File: src/rtl/regfile_ctrl.sv
// regfile_ctrl: arbitrates the register-file write port between writeback and a debug port.
// Optional reset-time clear of x1..x31 is compiled in with REGFILE_CTRL_CLEAR_EN.
module regfile_ctrl #(
  parameter int DBG_TIMEOUT = 15
) (
  input  logic        clk,
  input  logic        reset_n,
  input  logic        wb_we,
  input  logic [4:0]  wb_a3,
  input  logic [31:0] wb_wd,
  input  logic        dbg_req,
  input  logic        dbg_we,
  input  logic [4:0]  dbg_addr,
  input  logic [31:0] dbg_wdata,
  output logic        dbg_ack,
  output logic [31:0] dbg_rdata,
  output logic        rf_we,
  output logic [4:0]  rf_a3,
  output logic [31:0] rf_wd,
  output logic [4:0]  rf_ra,
  input  logic [31:0] rf_rdata,
  output logic        stall
);
  localparam logic [1:0] IDLE = 2'd0, ACK = 2'd1, CLEAR = 2'd2;
  localparam int SW = $clog2(DBG_TIMEOUT + 2);
  logic [1:0] state_q, state_d;
  logic [SW-1:0] starve_q, starve_d;
  logic [31:0] rdata_q, rdata_d;
  logic wr_pend, rd_grant, wr_grant, timeout;
  logic clr, clr_we, clr_done;
  logic [4:0] clr_a3;
`ifdef REGFILE_CTRL_CLEAR_EN
  localparam logic [1:0] RST_STATE = CLEAR;
  logic go_q;
  logic [4:0] clr_cnt_q;
  assign clr = state_q == CLEAR;
  // go_q holds off the first clear write until the first clock after reset release
  assign clr_we = go_q;
  assign clr_a3 = clr_cnt_q;
  assign clr_done = go_q && clr_cnt_q == 5'd31;
  always_ff @(posedge clk or negedge reset_n)
    if (!reset_n) begin
      go_q <= 1'b0;
      clr_cnt_q <= 5'd1;
    end else begin
      go_q <= 1'b1;
      clr_cnt_q <= (clr && go_q) ? clr_cnt_q + 5'd1 : clr_cnt_q;
    end
`else
  localparam logic [1:0] RST_STATE = IDLE;
  assign clr = 1'b0;
  assign clr_we = 1'b0;
  assign clr_a3 = 5'd0;
  assign clr_done = 1'b0;
`endif
  assign wr_pend = state_q == IDLE && dbg_req && dbg_we;
  assign rd_grant = state_q == IDLE && dbg_req && !dbg_we;
  assign timeout = wr_pend && starve_q == SW'(DBG_TIMEOUT);
  assign wr_grant = wr_pend && (!wb_we || timeout);
  assign stall = clr || timeout;
  assign rf_we = clr ? clr_we : wr_grant ? |dbg_addr : wb_we && !timeout;
  assign rf_a3 = clr ? clr_a3 : wr_grant ? dbg_addr : wb_a3;
  assign rf_wd = clr ? 32'd0 : wr_grant ? dbg_wdata : wb_wd;
  assign rf_ra = dbg_addr;
  assign dbg_ack = state_q == ACK;
  assign dbg_rdata = rdata_q;
  assign state_d = clr ? (clr_done ? IDLE : CLEAR) : (rd_grant || wr_grant) ? ACK : IDLE;
  assign starve_d = (wr_pend && !wr_grant) ? starve_q + SW'(1) : '0;
  // a same-cycle writeback to the read address wins over the stale register-file value
  assign rdata_d = !rd_grant ? rdata_q : dbg_addr == 5'd0 ? 32'd0 :
                   (wb_we && wb_a3 == dbg_addr) ? wb_wd : rf_rdata;
  always_ff @(posedge clk or negedge reset_n)
    if (!reset_n) begin
      state_q <= RST_STATE;
      starve_q <= '0;
      rdata_q <= '0;
    end else begin
      state_q <= state_d;
      starve_q <= starve_d;
      rdata_q <= rdata_d;
    end
endmodule

File: config.mk
export PLATFORM = sky130hd
export DESIGN_NAME = regfile_ctrl
export DESIGN_NICKNAME = d
export VERILOG_FILES = /design/src/rtl/regfile_ctrl.sv
export SDC_FILE = /design/constraint.sdc
export NUM_CORES = 1
export LEC_CHECK = 0
export CAP_MARGIN = 20
export CORE_ASPECT_RATIO = 0.8
export CORE_MARGIN = 2
export CORE_UTILIZATION = 39
export DETAILED_ROUTE_END_ITERATION = 10
export PLACE_DENSITY = 0.82
export SLEW_MARGIN = 15
export SYNTH_ARGS = -nofsm -noshare
export SYNTH_HDL_FRONTEND = slang
export SYNTH_SLANG_ARGS = --single-unit
File: constraint.sdc
create_clock -name clk -period 3.4 [get_ports clk]
set_clock_uncertainty 0.15 [all_clocks]
set_input_delay 1.02 -clock clk [delete_from_list [all_inputs] [get_ports clk]]
set_output_delay 1.02 -clock clk [all_outputs]
set_load 0.02 [all_outputs]
* Yosys cells after proc, flatten, opt, wreduce, memory -nomap -nowiden
Index checks and enable logic that the tools add are counted.
** Word-level totals
- Output and inout bits :: 77
- Register bits after elaboration :: 39
** Operators by class
- Eq/ne operators :: 3
- Mux-type cells :: 7
- $add $sub $neg :: 1
- Reductions and logical operators :: 17
** Operators with widths (count)
- $mux 32 :: 3
- $mux 5 :: 2
- $logic_and 1x1->1 :: 8
- $add 5x1->5 const B :: 1
- $eq 5x4->1 const B :: 1
- $eq 5x5->1 :: 1
- $logic_not 5->1 :: 1
- $reduce_or 5->1 :: 1
- $logic_not 1->1 :: 4
- $eq 2x1->1 const B :: 1
- $logic_not 2->1 :: 1
- $logic_or 1x1->1 :: 2
- $mux 1 :: 2

* Longest topological paths before layout
Gate-level depths: netlist of the first run.
- Word-level depth :: 9
- Mapped depth :: 9
- Mapped depth without buffers :: 7

* Least setup slack after synthesis of the first run
OpenSTA, ideal clock, no wires.
- Path type :: input to output
- Start point :: input dbg_we
- End point :: output rf_wd[10]
- Setup slack :: 101 ps
- Stages :: 5
- Data required time :: 2230 ps
- Data arrival time :: 2129 ps
- Buffers on the path :: 2
- Cell sequence :: and3b_1 > nor2b_1 > buf_2 > clkbuf_1 > o21ai_0
** On the way
- Longest elaborated chain between the ends :: 5
** Ends and longest elaborated chain
- start: declaration :: RTL line 12 : input logic dbg_we,
- $logic_and 1x1->1 * :: RTL line 56 : assign wr_pend = state_q == IDLE && dbg_req && dbg_we;
- $logic_and 1x1->1 :: RTL line 58 : assign timeout = wr_pend && starve_q == SW'(DBG_TIMEOUT);
- $logic_or 1x1->1 :: RTL line 59 : assign wr_grant = wr_pend && (!wb_we || timeout);
- $logic_and 1x1->1 * :: RTL line 59
- $mux 32 * :: RTL line 63 : assign rf_wd = clr ? 32'd0 : wr_grant ? dbg_wdata : wb_wd;
- end: declaration :: RTL line 19 : output logic [31:0] rf_wd,
Every way passes the cells marked *; elsewhere a longest branch is shown, timed or not.

* Final worst setup path of the first run
- Start point :: input wb_we
- End point :: output rf_wd[9]
** On the way
- Longest elaborated chain between the ends :: 4
** Ends and longest elaborated chain
- start: declaration :: RTL line 8 : input logic wb_we,
- $logic_not 1->1 :: RTL line 59
- $logic_or 1x1->1 :: RTL line 59
- $logic_and 1x1->1 :: RTL line 59
- $mux 32 :: RTL line 63
Every way passes these cells.

==> results.md, run 1 <==
Drt:
- The detailed-route wire length on metal 1 is 4780 microns.
- The highest layer touched by signal routing is met4.
- The DRC marker count from the first detailed-route iteration is 152.
- The number of nets with antenna violations after routing is 0.
- Wire segments on met2 add up to 5890 microns in the final route.
- The average wire per standard cell is 15.6 microns.
- The first detailed-routing pass ran for 4 iterations.
- The wire length reported by the detailed router is 12000 microns.
- After detailed routing, the number of vias per cell comes to 5.17.
- In the routed design, unresolved DRC markers number 0.
- Across all layers, the routed design uses 3974 vias.
- The met3 layer wire length in the routed design is 1010 microns.

Critical path:
- The setup check on the worst reg-to-reg path leaves a slack of 1430 ps.
- The critical path data arrival time is 2210 ps.
- The largest single stage delay on the critical path is 280 ps.
- The signal on the critical path passes through clkdlybuf4s15_1 -> nor2b_4 -> nor2b_4 -> buf_6 -> bufbuf_16 -> nand2_1 -> o21ai_0 -> buf_2.
- The required time of the worst setup path is 2230 ps.
- In this design, the critical path's most frequently occurring cell is sky130_fd_sc_hd__nor2b_4.
- The maximum fanout count along the critical path is 13.
- Measured in cells, the most critical reg-to-reg path has a length of 8.
- The classification of the worst setup path is in -> out.
- Among all stages on the critical path, the largest delay is contributed by sky130_fd_sc_hd__bufbuf_16.
- The worst setup path is launched from an input port.
- The worst setup path is captured at an output port.

Die:
- The full die area is 0.00926 sq mm.
- The core region is 0.00837 sq mm.
- The die width is 107 microns.
- The die height is 86.5 microns.
- The number of I/O pins is 188.
- The number of placement rows is 30.
- For this configuration, the core starts out at a cell density of 0.396.

Min path:
- The worst hold path passes through 2 cells.
- The tightest min-delay check is of the reg -> reg type.

Clock tree:
- TritonCTS built the clock tree.
- The total clock buffers created by CTS is 5.
- The clock tree synthesis step divided the H-tree into 2 levels.
- No sink is reached through more buffers than the 2 on the longest clock path.
- In this run the clock root is driven by a sky130_fd_sc_hd__clkbuf_8.
- At the later pin of the worst-skew pair, clock insertion delay measures 280 ps.
- The clock transition at the registers of the reported paths is 70 ps.
- The number of clock sinks is 38.

Placement:
- The final weighted congestion in routability-driven placement is 0.773.
- Including well taps, the total number of placed cells is 753.
- During placement, the flow inserted port buffers numbering 187.
- The final HPWL from detailed placement is 7780 microns.

Logic synthesis:
- The post-synthesis instance total is 449.
- Sorting the synthesized cells by how often they occur yields 68 x sky130_fd_sc_hd__nand2_1, 67 x sky130_fd_sc_hd__inv_1, 65 x sky130_fd_sc_hd__nand3_1, 65 x sky130_fd_sc_hd__o21ai_0, 38 x sky130_fd_sc_hd__dfrtp_1.
- sky130_fd_sc_hd__dfrtp_1 takes more of the synthesized area than any other cell.
- The distinct cell type count after synthesis is 26.
- The sequential area share after synthesis is 0.287.
- The post-synth design cell area is 0.00331 sq mm.
- In the post-synthesis netlist, the biggest area contributors are sky130_fd_sc_hd__dfrtp_1 29%, sky130_fd_sc_hd__a211oi_2 12%, sky130_fd_sc_hd__nand3_1 9.8%.
- The fraction of synthesized cell area taken by the top area cell type is 0.287.
- The net count of the mapped netlist is 562.
- The most common cell in the synthesized netlist is sky130_fd_sc_hd__nand2_1.
- The number of storage elements in the synthesis netlist is 38.
- The number of enable-type register cells in the synthesized netlist is 0.
- The number of warning messages in the yosys log is 0.
- The average size of a mapped cell is 7.38 sq um.
- The share of synthesized flip-flops with an asynchronous set or reset is 1.00.
- The prevailing post-synth register cell is sky130_fd_sc_hd__dfrtp_1.

Power and ir drop:
- The total power per unit cell area is 301 mW/mm^2.
- The leakage dissipation is 0.00256 uW.
- The worst vdd rail ir drop is 0.146 mV.
- The post-layout total power is 1720 uW.

Timing:
- The worst-case headroom to the max-slew limit is 0.363.
- Derived from the worst setup path, the maximum achievable clock frequency is 0.296 GHz.
- The shortest clock period the worst path allows after layout is 3380 ps.
- The number of setup violations in the final report is 0.
- The count of final hold-check violations was 0.
- The number of max-slew violations in the final report is 0.
- Of the available clock period, the critical path in the final layout requires 0.994.
- Setup repair after global routing could not meet its margin everywhere.
- The slew at the pin with the worst max-slew slack is 955 ps.

Status:
- The flow ran to the end, and the final reports show no timing, DRC or antenna violations.

Cells and area:
- From synthesis to final layout, the design area changed by 72.5%.
- The repair_antennas step left the layout with diodes totalling 0.
- The post-route non-filler standard cell count is 768.
- The net count of the finished layout is 768.
- Of the cells placed in the final design, the portion with a size suffix greater than 1 is 0.261.

GRT:
- The number of antenna violations at the first check in global routing is 0.
- The first global-routing pass estimated 18800 microns of wire.
- The global route total overflow is 0.
- Across every metal layer, demand over resource in global routing totals 0.252.
- The via count of the first global-routing pass was 4008.
- Entering global routing, the biggest net connects 98 pins.

Flow run:
- The tool flagged a number of max-cap violations equal to 0.
[routing by layer]
layer,track usage,up-vias
li1,-,1928
met1,0.289,1842
met2,0.452,183
met3,0.0699,21
met4,0.0897,0
met5,0,-
[state kept, by name (all words and copies together) (netlist names)]
name and flops:
dbg_rdata 32, starve_q 5, state_q 1
[final timing paths]
| path | from | to |
|---|---|---|
| max in group asynchronous | reset_n | dbg_rdata[17]$_DFFE_PN0P_ |
| setup reg to reg | starve_q[0]$_DFF_PN0_ | state_q[0]$_DFF_PN0_ |
| setup / recovery | wb_we | rf_wd[9] |
| hold / removal | dbg_rdata[1]$_DFFE_PN0P_ | dbg_rdata[1]$_DFFE_PN0P_ |
| hold reg to reg | dbg_rdata[1]$_DFFE_PN0P_ | dbg_rdata[1]$_DFFE_PN0P_ |
| min in group asynchronous | reset_n | dbg_rdata[28]$_DFFE_PN0P_ |
[power by group]
part / switching (uW) / internal (uW)
combinational: 410 / 420
clock: 163 / 164
sequential: 39.9 / 523
total: 613 / 1110
[critical path, delay by kind of cell]
kind                   cells  cell delay [ps]
AND/OR/NAND/NOR            3              350
AO/OA/AOI/OAI              1               50
buffers and inverters      4              800
[cells by family after synthesis]
logic type               share of synthesized area
buffers and inverters                        0.174
AO/OA/AOI/OAI                                0.291
XOR/XNOR                                    0.0185
adder cells (fa/ha/maj)                    0.00755
AND/OR/NAND/NOR                              0.205
flip-flops                                   0.287
multiplexers                                0.0170
[final cells by class]
type	instances	area, sq um
fill	655	2650
timing repair buffer	251	2370
multi-input combinational	292	1910
sequential	38	951
inverter	67	251
tap	112	140
clock buffer	7	86.3
clock inverter	1	5.00
[layout by cell type (no fill, tap or decap), types with 6 or more instances in the layout]
cell type	n
sky130_fd_sc_hd__o21ai_2	14
sky130_fd_sc_hd__o21ai_0	34
sky130_fd_sc_hd__o21ai_1	16
sky130_fd_sc_hd__nand3_1	65
sky130_fd_sc_hd__buf_4	85
sky130_fd_sc_hd__xnor2_1	6
sky130_fd_sc_hd__inv_1	66
sky130_fd_sc_hd__nand2_1	68
sky130_fd_sc_hd__buf_6	8
sky130_fd_sc_hd__a211oi_1	32
sky130_fd_sc_hd__dfrtp_1	38
sky130_fd_sc_hd__clkdlybuf4s50_1	137
sky130_fd_sc_hd__a211oi_2	32
sky130_fd_sc_hd__clkbuf_8	6
sky130_fd_sc_hd__dlygate4sd2_1	6
[timing repair]
action | in CTS | in global routing
buffers inserted | 5 | 0
hold buffers | 0 | 0
pin swaps | 2 | 3
cloned | 2 | 0
setup endpoints to repair | 44 | 16
resized for setup | 286 | 17
[through the flow]
step	instance area [sq um]	setup TNS (ps)	util	hold slack, ps	setup WS, ps
after floorplan	3310	0	-	283	101
after global placement	5480	-24090	0.654	326	-701
after detailed placement	5480	-25050	0.654	329	-712
after CTS	5660	0	0.676	350	10.9
after global routing	5720	-69.2	0.683	369	-29.6
final	5720	0	0.683	346	19.5
Note: power is estimated with default switching activity, not from simulation.
==> run 2: changes to the inputs <==
--- a/config.mk
+++ b/config.mk
@@ -11,7 +11,6 @@
 export CORE_UTILIZATION = 39
 export DETAILED_ROUTE_END_ITERATION = 10
 export PLACE_DENSITY = 0.82
-export SLEW_MARGIN = 15
 export SYNTH_ARGS = -nofsm -noshare
 export SYNTH_HDL_FRONTEND = slang
 export SYNTH_SLANG_ARGS = --single-unit
==> results of run 2 <==
Same layout as run 1: the final DEF is identical, and so are final timing and power.
==> run 3: changes to the inputs <==
--- a/config.mk
+++ b/config.mk
@@ -5,6 +5,7 @@
 export SDC_FILE = /design/constraint.sdc
 export NUM_CORES = 1
 export LEC_CHECK = 0
+export ABC_CLOCK_PERIOD_IN_PS = 3400
 export CAP_MARGIN = 20
 export CORE_ASPECT_RATIO = 0.8
 export CORE_MARGIN = 2
==> results of run 3 <==
Same layout as run 1: the final DEF is identical, and so are final timing and power.
